==> src/rtl/mem_stage_if.sv <==
// mem_stage_if: bundles every handshake, bus and side-band signal of the MEM
// stage except clk/reset.
//   slave  : the MEM stage itself
//   master : the surrounding pipeline (EX, WB, data SRAM)
// Handshake rule used on both sides of the stage: a transfer happens at a
// rising edge where the producer's valid and the consumer's allowin are both
// high. Valid is never made to depend on the consumer's allowin.
// Payload convention: payload[EXC_W-1] is the exception flag and
// payload[EXC_W-2] is the ertn flag. All other payload bits are opaque.
interface mem_stage_if #(
   parameter int EXC_W = 103
);
   logic                    es2ms_valid;
   logic [64+EXC_W+44:0]    es2ms_bus;
   logic                    es_req_outstanding;
   logic                    ms_allowin;
   logic                    ms2ws_valid;
   logic                    ws_allowin;
   logic [64+EXC_W-1:0]     ms2ws_bus;
   logic [38:0]             ms_rf_zip;
   logic                    data_sram_data_ok;
   logic [31:0]             data_sram_rdata;
   logic                    ws_flush;
   logic                    ms_ex;
   logic [38:0]             ms_fwd_zip;

   modport master (
      output es2ms_valid, es2ms_bus, es_req_outstanding, ws_allowin,
             data_sram_data_ok, data_sram_rdata, ws_flush,
      input  ms_allowin, ms2ws_valid, ms2ws_bus, ms_rf_zip, ms_ex, ms_fwd_zip
   );

   modport slave (
      input  es2ms_valid, es2ms_bus, es_req_outstanding, ws_allowin,
             data_sram_data_ok, data_sram_rdata, ws_flush,
      output ms_allowin, ms2ws_valid, ms2ws_bus, ms_rf_zip, ms_ex, ms_fwd_zip
   );
endinterface

==> src/rtl/mem_stage.sv <==
// mem_stage: memory-access pipeline stage between EX and WB.
// Latches the EX bundle, waits for the data-SRAM response of a load/store,
// aligns and extends load data, and hands the result to WB. Responses that
// belong to instructions killed by a WB flush are counted and dropped.
// Optional feature macro: MS_RDATA_BUF_EN -- when defined, a response that
// arrives while WB is stalled is captured in a one-entry buffer; when
// undefined, WB must keep ws_allowin high whenever a response can arrive.
module mem_stage #(
   parameter int EXC_W = 103
) (
   input  logic       clk,
   input  logic       reset,
   mem_stage_if.slave bus
);

   // EX bundle fields
   logic [31:0]      es_vaddr;
   logic [31:0]      es_pc;
   logic [EXC_W-1:0] es_payload;
   logic             es_csr_re;
   logic             es_rf_we;
   logic [4:0]       es_rf_waddr;
   logic [31:0]      es_result;
   logic             es_mem_req;
   logic [4:0]       es_ld_op;

   assign {es_vaddr, es_pc, es_payload, es_csr_re, es_rf_we, es_rf_waddr,
           es_result, es_mem_req, es_ld_op} = bus.es2ms_bus;

   // Latched MEM-stage state
   logic             ms_valid;
   logic [31:0]      ms_vaddr;
   logic [31:0]      ms_pc;
   logic [EXC_W-1:0] ms_payload;
   logic             ms_csr_re;
   logic             ms_rf_we;
   logic [4:0]       ms_rf_waddr;
   logic [31:0]      ms_result;
   logic             ms_mem_req;
   logic [4:0]       ms_ld_op;

   // Control
   logic             ms_ready_go;
   logic             ms_allowin;
   logic             ms2ws_valid;
   logic             resp_hit;
   logic             is_load;
   logic             ms_blocking;
   logic             handover;
   logic             payload_we;

   // Discard counter for responses owed to killed instructions
   logic [1:0]       discard_cnt;
   logic [1:0]       discard_nxt;
   logic             disc_dec;
   logic [1:0]       disc_inc;

   // Read-data buffer
   logic             buf_valid;
   logic [31:0]      buf_data;

   // Load data path
   logic [31:0]      rdata_src;
   logic [7:0]       ld_byte;
   logic [15:0]      ld_half;
   logic [31:0]      load_data;
   logic [31:0]      rf_wdata;

   // A response only belongs to MEM when no killed request is still owed one
   assign resp_hit    = bus.data_sram_data_ok & (discard_cnt == 2'd0);
   assign ms_ready_go = ~ms_mem_req | resp_hit | buf_valid;
   assign ms_allowin  = ~ms_valid | (ms_ready_go & bus.ws_allowin);
   assign ms2ws_valid = ms_valid & ms_ready_go & ~bus.ws_flush;
   assign handover    = ms2ws_valid & bus.ws_allowin;
   assign payload_we  = bus.es2ms_valid & ms_allowin & ~bus.ws_flush;
   assign is_load     = |ms_ld_op;
   assign ms_blocking = ms_valid & is_load & ~ms_ready_go;

   // Valid bit: reset, then flush, then normal pipeline advance
   always_ff @(posedge clk or posedge reset) begin
      if (reset) begin
         ms_valid <= 1'b0;
      end else if (bus.ws_flush) begin
         ms_valid <= 1'b0;
      end else if (ms_allowin) begin
         ms_valid <= bus.es2ms_valid;
      end
   end

   // Payload registers capture the EX bundle on an accepted, unflushed transfer
   always_ff @(posedge clk or posedge reset) begin
      if (reset) begin
         ms_vaddr    <= 32'd0;
         ms_pc       <= 32'd0;
         ms_payload  <= '0;
         ms_csr_re   <= 1'b0;
         ms_rf_we    <= 1'b0;
         ms_rf_waddr <= 5'd0;
         ms_result   <= 32'd0;
         ms_mem_req  <= 1'b0;
         ms_ld_op    <= 5'd0;
      end else if (payload_we) begin
         ms_vaddr    <= es_vaddr;
         ms_pc       <= es_pc;
         ms_payload  <= es_payload;
         ms_csr_re   <= es_csr_re;
         ms_rf_we    <= es_rf_we;
         ms_rf_waddr <= es_rf_waddr;
         ms_result   <= es_result;
         ms_mem_req  <= es_mem_req;
         ms_ld_op    <= es_ld_op;
      end
   end

   // A flush owes one dropped response for MEM's unanswered request and one
   // for a request EX already handshook; a response in the flush cycle itself
   // satisfies MEM's request, so it is not counted.
   assign disc_dec    = bus.data_sram_data_ok & (discard_cnt != 2'd0);
   assign disc_inc    = bus.ws_flush
                        ? ({1'b0, ms_valid & ms_mem_req & ~resp_hit & ~buf_valid}
                           + {1'b0, bus.es_req_outstanding})
                        : 2'd0;
   assign discard_nxt = discard_cnt - {1'b0, disc_dec} + disc_inc;

   // Discard counter: decrement on a dropped response, add owed responses on flush
   always_ff @(posedge clk or posedge reset) begin
      if (reset) begin
         discard_cnt <= 2'd0;
      end else begin
         discard_cnt <= discard_nxt;
      end
   end

`ifdef MS_RDATA_BUF_EN
   // Hold a response that arrives while WB is stalled until MEM hands over
   always_ff @(posedge clk or posedge reset) begin
      if (reset) begin
         buf_valid <= 1'b0;
         buf_data  <= 32'd0;
      end else if (bus.ws_flush || handover) begin
         buf_valid <= 1'b0;
      end else if (ms_valid && ms_mem_req && resp_hit && !bus.ws_allowin && !buf_valid) begin
         buf_valid <= 1'b1;
         buf_data  <= bus.data_sram_rdata;
      end
   end
`else
   assign buf_valid = 1'b0;
   assign buf_data  = 32'd0;

   // Without a buffer a response can only be consumed if WB accepts it at once
   a_no_resp_while_wb_stalled : assert property (
      @(posedge clk) disable iff (reset) !(resp_hit && !bus.ws_allowin))
      else $error("mem_stage: data_ok accepted while ws_allowin is low");
`endif

   assign rdata_src = buf_valid ? buf_data : bus.data_sram_rdata;

   // Select the addressed byte/halfword and extend per load opcode {b,h,w,bu,hu}
   always_comb begin
      ld_byte   = rdata_src[7:0];
      ld_half   = rdata_src[15:0];
      load_data = rdata_src;
      case (ms_vaddr[1:0])
         2'd0:    ld_byte = rdata_src[7:0];
         2'd1:    ld_byte = rdata_src[15:8];
         2'd2:    ld_byte = rdata_src[23:16];
         default: ld_byte = rdata_src[31:24];
      endcase
      ld_half = ms_vaddr[1] ? rdata_src[31:16] : rdata_src[15:0];
      if (ms_ld_op[4]) begin
         load_data = {{24{ld_byte[7]}}, ld_byte};
      end else if (ms_ld_op[3]) begin
         load_data = {{16{ld_half[15]}}, ld_half};
      end else if (ms_ld_op[2]) begin
         load_data = rdata_src;
      end else if (ms_ld_op[1]) begin
         load_data = {24'd0, ld_byte};
      end else if (ms_ld_op[0]) begin
         load_data = {16'd0, ld_half};
      end
   end

   assign rf_wdata = is_load ? load_data : ms_result;

   // Outputs to EX, WB and the ID bypass network
   assign bus.ms_allowin  = ms_allowin;
   assign bus.ms2ws_valid = ms2ws_valid;
   assign bus.ms2ws_bus   = {ms_vaddr, ms_pc, ms_payload};
   assign bus.ms_rf_zip   = {ms_csr_re, ms_rf_we, ms_rf_waddr, rf_wdata};
   assign bus.ms_ex       = ms_valid & (ms_payload[EXC_W-1] | ms_payload[EXC_W-2]);
   assign bus.ms_fwd_zip  = {ms_blocking, ms_rf_we & ms_valid, ms_rf_waddr, rf_wdata};

endmodule

==> src/flat_wrapper.sv <==
// flat-port wrapper written by rule: the top's interface ports become plain ports
module mem_stage_flat 
#(
   parameter int EXC_W = 103
)
  (clk, reset, bus_es2ms_valid, bus_es2ms_bus, bus_es_req_outstanding, bus_ws_allowin, bus_data_sram_data_ok, bus_data_sram_rdata, bus_ws_flush, bus_ms_allowin, bus_ms2ws_valid, bus_ms2ws_bus, bus_ms_rf_zip, bus_ms_ex, bus_ms_fwd_zip);
  mem_stage_if #(.EXC_W(EXC_W)) bus_i ();
  input  logic clk;
  input  logic reset;
  input wire logic [$bits(bus_i.es2ms_valid)-1:0] bus_es2ms_valid;
  input wire logic [$bits(bus_i.es2ms_bus)-1:0] bus_es2ms_bus;
  input wire logic [$bits(bus_i.es_req_outstanding)-1:0] bus_es_req_outstanding;
  input wire logic [$bits(bus_i.ws_allowin)-1:0] bus_ws_allowin;
  input wire logic [$bits(bus_i.data_sram_data_ok)-1:0] bus_data_sram_data_ok;
  input wire logic [$bits(bus_i.data_sram_rdata)-1:0] bus_data_sram_rdata;
  input wire logic [$bits(bus_i.ws_flush)-1:0] bus_ws_flush;
  output wire logic [$bits(bus_i.ms_allowin)-1:0] bus_ms_allowin;
  output wire logic [$bits(bus_i.ms2ws_valid)-1:0] bus_ms2ws_valid;
  output wire logic [$bits(bus_i.ms2ws_bus)-1:0] bus_ms2ws_bus;
  output wire logic [$bits(bus_i.ms_rf_zip)-1:0] bus_ms_rf_zip;
  output wire logic [$bits(bus_i.ms_ex)-1:0] bus_ms_ex;
  output wire logic [$bits(bus_i.ms_fwd_zip)-1:0] bus_ms_fwd_zip;
  assign bus_i.es2ms_valid = bus_es2ms_valid;
  assign bus_i.es2ms_bus = bus_es2ms_bus;
  assign bus_i.es_req_outstanding = bus_es_req_outstanding;
  assign bus_i.ws_allowin = bus_ws_allowin;
  assign bus_i.data_sram_data_ok = bus_data_sram_data_ok;
  assign bus_i.data_sram_rdata = bus_data_sram_rdata;
  assign bus_i.ws_flush = bus_ws_flush;
  assign bus_ms_allowin = bus_i.ms_allowin;
  assign bus_ms2ws_valid = bus_i.ms2ws_valid;
  assign bus_ms2ws_bus = bus_i.ms2ws_bus;
  assign bus_ms_rf_zip = bus_i.ms_rf_zip;
  assign bus_ms_ex = bus_i.ms_ex;
  assign bus_ms_fwd_zip = bus_i.ms_fwd_zip;
  mem_stage #(.EXC_W(EXC_W)) u_core (.clk(clk), .reset(reset), .bus(bus_i));
endmodule
==> config.mk <==
export PLATFORM = sky130hd
export DESIGN_NAME = mem_stage_flat
export DESIGN_NICKNAME = d
export VERILOG_FILES = /design/src/rtl/mem_stage_if.sv /design/src/rtl/mem_stage.sv /design/src/flat_wrapper.sv
export SDC_FILE = /design/constraint.sdc
export NUM_CORES = 1
export LEC_CHECK = 0
export CORE_AREA = 5 5 193 195
export DETAILED_ROUTE_END_ITERATION = 8
export DIE_AREA = 0 0 198 200
export SYNTH_ARGS = -nofsm -noshare
export SYNTH_HDL_FRONTEND = slang
export SYNTH_SLANG_ARGS = --single-unit
export TNS_END_PERCENT = 50
==> constraint.sdc <==
create_clock -name clk -period 9.2 [get_ports clk]
set_clock_uncertainty 0.1 [all_clocks]
set_input_delay 2.3 -clock clk [delete_from_list [all_inputs] [get_ports clk]]
set_output_delay 2.3 -clock clk [all_outputs]
set_load 0.1 [all_outputs]
==> parameters.txt <==
Parameter                              Value

Run status
  Outcome    finished clean

Worst setup path
  Worst setup path startpoint    bus_data_sram_rdata[31]
  Launching point of the worst reg2reg path    u_core.discard_cnt[1]$_DFF_PP0_
  WS Path Type    input port to output port
  Crit path DAT    between 5 and 6 ns
  Crit Path Max Fanout    17
  Critical Path Sink Type    output port
  Startpoint type of the worst setup path    input port
  Required time at the worst-slack endpoint    6.80 ns

Yosys
  Largest cells by area after synthesis    dfrtp_1, mux2_1, buf_4
  Synth Warn #    0
  Net Count, Synth    940
  Leading post-synthesis cells by instance count    dfrtp_1, mux2_1, buf_4
  Post-synthesis cell type count    41
  Most common cell in the synthesized netlist    dfrtp_1
  Ys async rst share    1.00
  Number of standard cells after synthesis    686
  Top-area cell type share of the netlist area    0.553
  Largest area contributor in the synthesized netlist    dfrtp_1
  Cell area after technology mapping    0.00973 mm2
  Mean Syn Cell Area    14.2 um2
  Number of flops mapped to enable cells by yosys    0
  Sequential-to-total area share from yosys stat    0.553
  Number of storage elements in the synthesis netlist    215
  Flip-flop cell with the highest count after synthesis    dfrtp_1

Final layout
  Area Overhead vs Synth    60.3%
  Share of layout cells above drive strength 1    0.0792
  Number of filler cells placed in the layout    3291
  ANT cells    0
  Total number of nets in the final design    1386

Drt
  Antenna Nets Post-Route    0
  Router iterations before antenna repair    5
  Count of unresolved DRC violations after routing    0
  Via density per instance    4.62
  Count of routing violations after the opening detailed-route iteration    241
  Overall via count from detail_route    7433
  Total length of routed wires    approximately 35 mm
  Routed length per instance    between 20 and 25 um

Clock network
  Number of H-tree branching levels    1
  Count of cells resized by post-cts repair    0
  Library cell used as clock root buffer    clkbuf_16
  Clock buffer count from CTS    26
  Post-CTS Setup Inserts    0
  TritonCTS clock tree    built
  Cts-stage hold buffer count    0
  Count of clock tree sinks    215
  Maximum buffer depth of the clock tree    3
  Worst skew pair latency    0.55 ns
  CTS clock-pin slew for the worst setup and hold paths    0.06 ns

Timing
  Worst max-slew margin expressed relative to the limit    0.269
  Peak clock frequency supported by timing    131 MHz
  Hold Violations, Final    0
  Slew Limit Fails    0
  Transition time at the pin with the least slew margin    between 1 and 1.5 ns
  Number of failing setup endpoints in the final timing report    0
  Final Critical Period    about 7.7 ns
  Fraction of the cycle the final worst path needs    0.832
  Fin Setup TNS    0 ns
  Setup repair after global routing missed its margin    no

Global route
  Number of global-route vias before repair    8133
  Wire length of the first global-routing pass    just over 50 mm
  GRT Util Overall    0.168
  Sum of overflow across all layers after global routing    0
  Largest net degree at the start of global routing    127
  Antenna violations before repair    1

Flow run
  Max-cap viol count    0

Die
  I/O pin total    499
  Height of the die    ~200 um
  Core footprint    0.0352 mm2
  Die outline area    0.0396 mm2
  Effective utilization at floorplan    0.276
  Number of placement rows    slightly below 70
  Overall die width    about 200 um

Pwr
  Combinational power share    0.572
  Leakage dissipation    6.18 nW
  Worst VDD drop    0.279 mV
  Cell-internal power    2.53 mW
  Reported net switching power    2.95 mW
  Final Total Pwr    5.48 mW
  Proportion of power drawn by the clock network    0.196
  Fraction of power spent switching nets    0.539
  Cell Pwr Density    351 mW/mm2
  Sequential share of power    0.233

Placed design
  Count of input and output buffers    498
  Final weighted congestion of routability-driven global placement    0.827
  HPWL after detailed placement    26.7 mm

Hold path
  Path type of the worst min-delay path    flip-flop to flip-flop
  Startpoint of the tightest hold check path    u_core.ms_vaddr[23]$_DFFE_PP0P_
## cell families after synthesis
group,synth area share
and+or+nand+nor,0.0421
AOI/OAI and AO/OA,0.0626
buffers and inverters,0.0695
adders and majority gates,0.00386
muxes,0.266
xor gates and xnor gates,0.00270
DFF,0.553
## flip-flops by register name, indices dropped and copies added, names as in the netlist, 2 cells and up
| register | count |
|---|---|
| u_core.ms_rf_waddr | 5 |
| u_core.ms_ld_op | 5 |
| u_core.ms_payload | 103 |
| u_core.ms_pc | 32 |
| u_core.ms_result | 32 |
| u_core.ms_vaddr | 32 |
| u_core.discard_cnt | 2 |
## cells in the final DEF, fill, tap and decap left out, types with 8 or more instances in the layout
cell,count
dfrtp_1,215
nand2_1,8
a21oi_1,26
mux2_1,190
nand3b_1,17
o22ai_1,9
mux2_2,24
clkbuf_16,26
mux4_2,8
a31oi_1,9
o22a_1,16
clkdlybuf4s50_1,498
o2111ai_1,8
nor2_1,13
## per-layer routing
layer / GRT usage / wire length (um) / up-vias
met5: 0 / 13 / -
met4: 0.0431 / 945 / 2
met3: 0.0581 / 3250 / 60
met2: 0.288 / 17500 / 338
met1: 0.205 / 13400 / 3690
li1: - / - / 3343
## power groups by stage
stage	registers (mW)	logic [mW]	clock network [mW]
after floorplan	2.36	1.35	0
after global placement	1.28	3.14	0
after detailed placement	1.29	3.14	0
after CTS	1.27	3.15	1.11
after global routing	1.30	3.21	1.15
final	1.27	3.13	1.07
## worst max-delay path, cell delays in order
cell	delay, ns
clkdlybuf4s50_1	0.53
mux2_2	0.18
nand2_1	0.43
a21oi_1	0.37
o22a_1	0.26
clkdlybuf4s50_1	1.17
## cell type report
cell class / instances / area [um2] / share of cell area
Clock buffer: 35 / 714 / 0.0458
Clock inverter: 10 / 175 / 0.0112
Inverter: 7 / 33.8 / 0.00217
Multi-Input combinational cell: 378 / 3670 / 0.235
Sequential cell: 215 / 5380 / 0.345
Tap cell: 461 / 577 / 0.0370
Timing Repair Buffer: 504 / 5040 / 0.323
## worst paths after layout
kind | cells past startpoint | slack (ns) | to
max | 6 | 1.54 | bus_ms_rf_zip[21]
min reg2reg | 1 | 0.38 | u_core.ms_vaddr[23]$_DFFE_PP0P_
min | 1 | 0.38 | u_core.ms_vaddr[23]$_DFFE_PP0P_
max in group asynchronous | 3 | 5.45 | u_core.ms_payload[56]$_DFFE_PP0P_
max reg2reg | 5 | 6.31 | u_core.ms_result[3]$_DFFE_PP0P_
min in group asynchronous | 2 | 2.20 | u_core.ms_payload[43]$_DFFE_PP0P_
## stage by stage
stage | hold WS, ns | util | worst slack, ns | instance area [um2] | std cells
detailed placement | 0.374 | 0.417 | 1.52 | 14700 | 1565
global placement | 0.367 | 0.417 | 1.61 | 14700 | 1565
global route | 0.393 | 0.443 | 1.42 | 15600 | 1610
floorplan | 0.358 | - | 0.921 | 9730 | 686
finish | 0.381 | 0.443 | 1.54 | 15600 | 1610
CTS | 0.386 | 0.443 | 1.52 | 15600 | 1610
No activity file was read; power rests on OpenSTA's default activity.
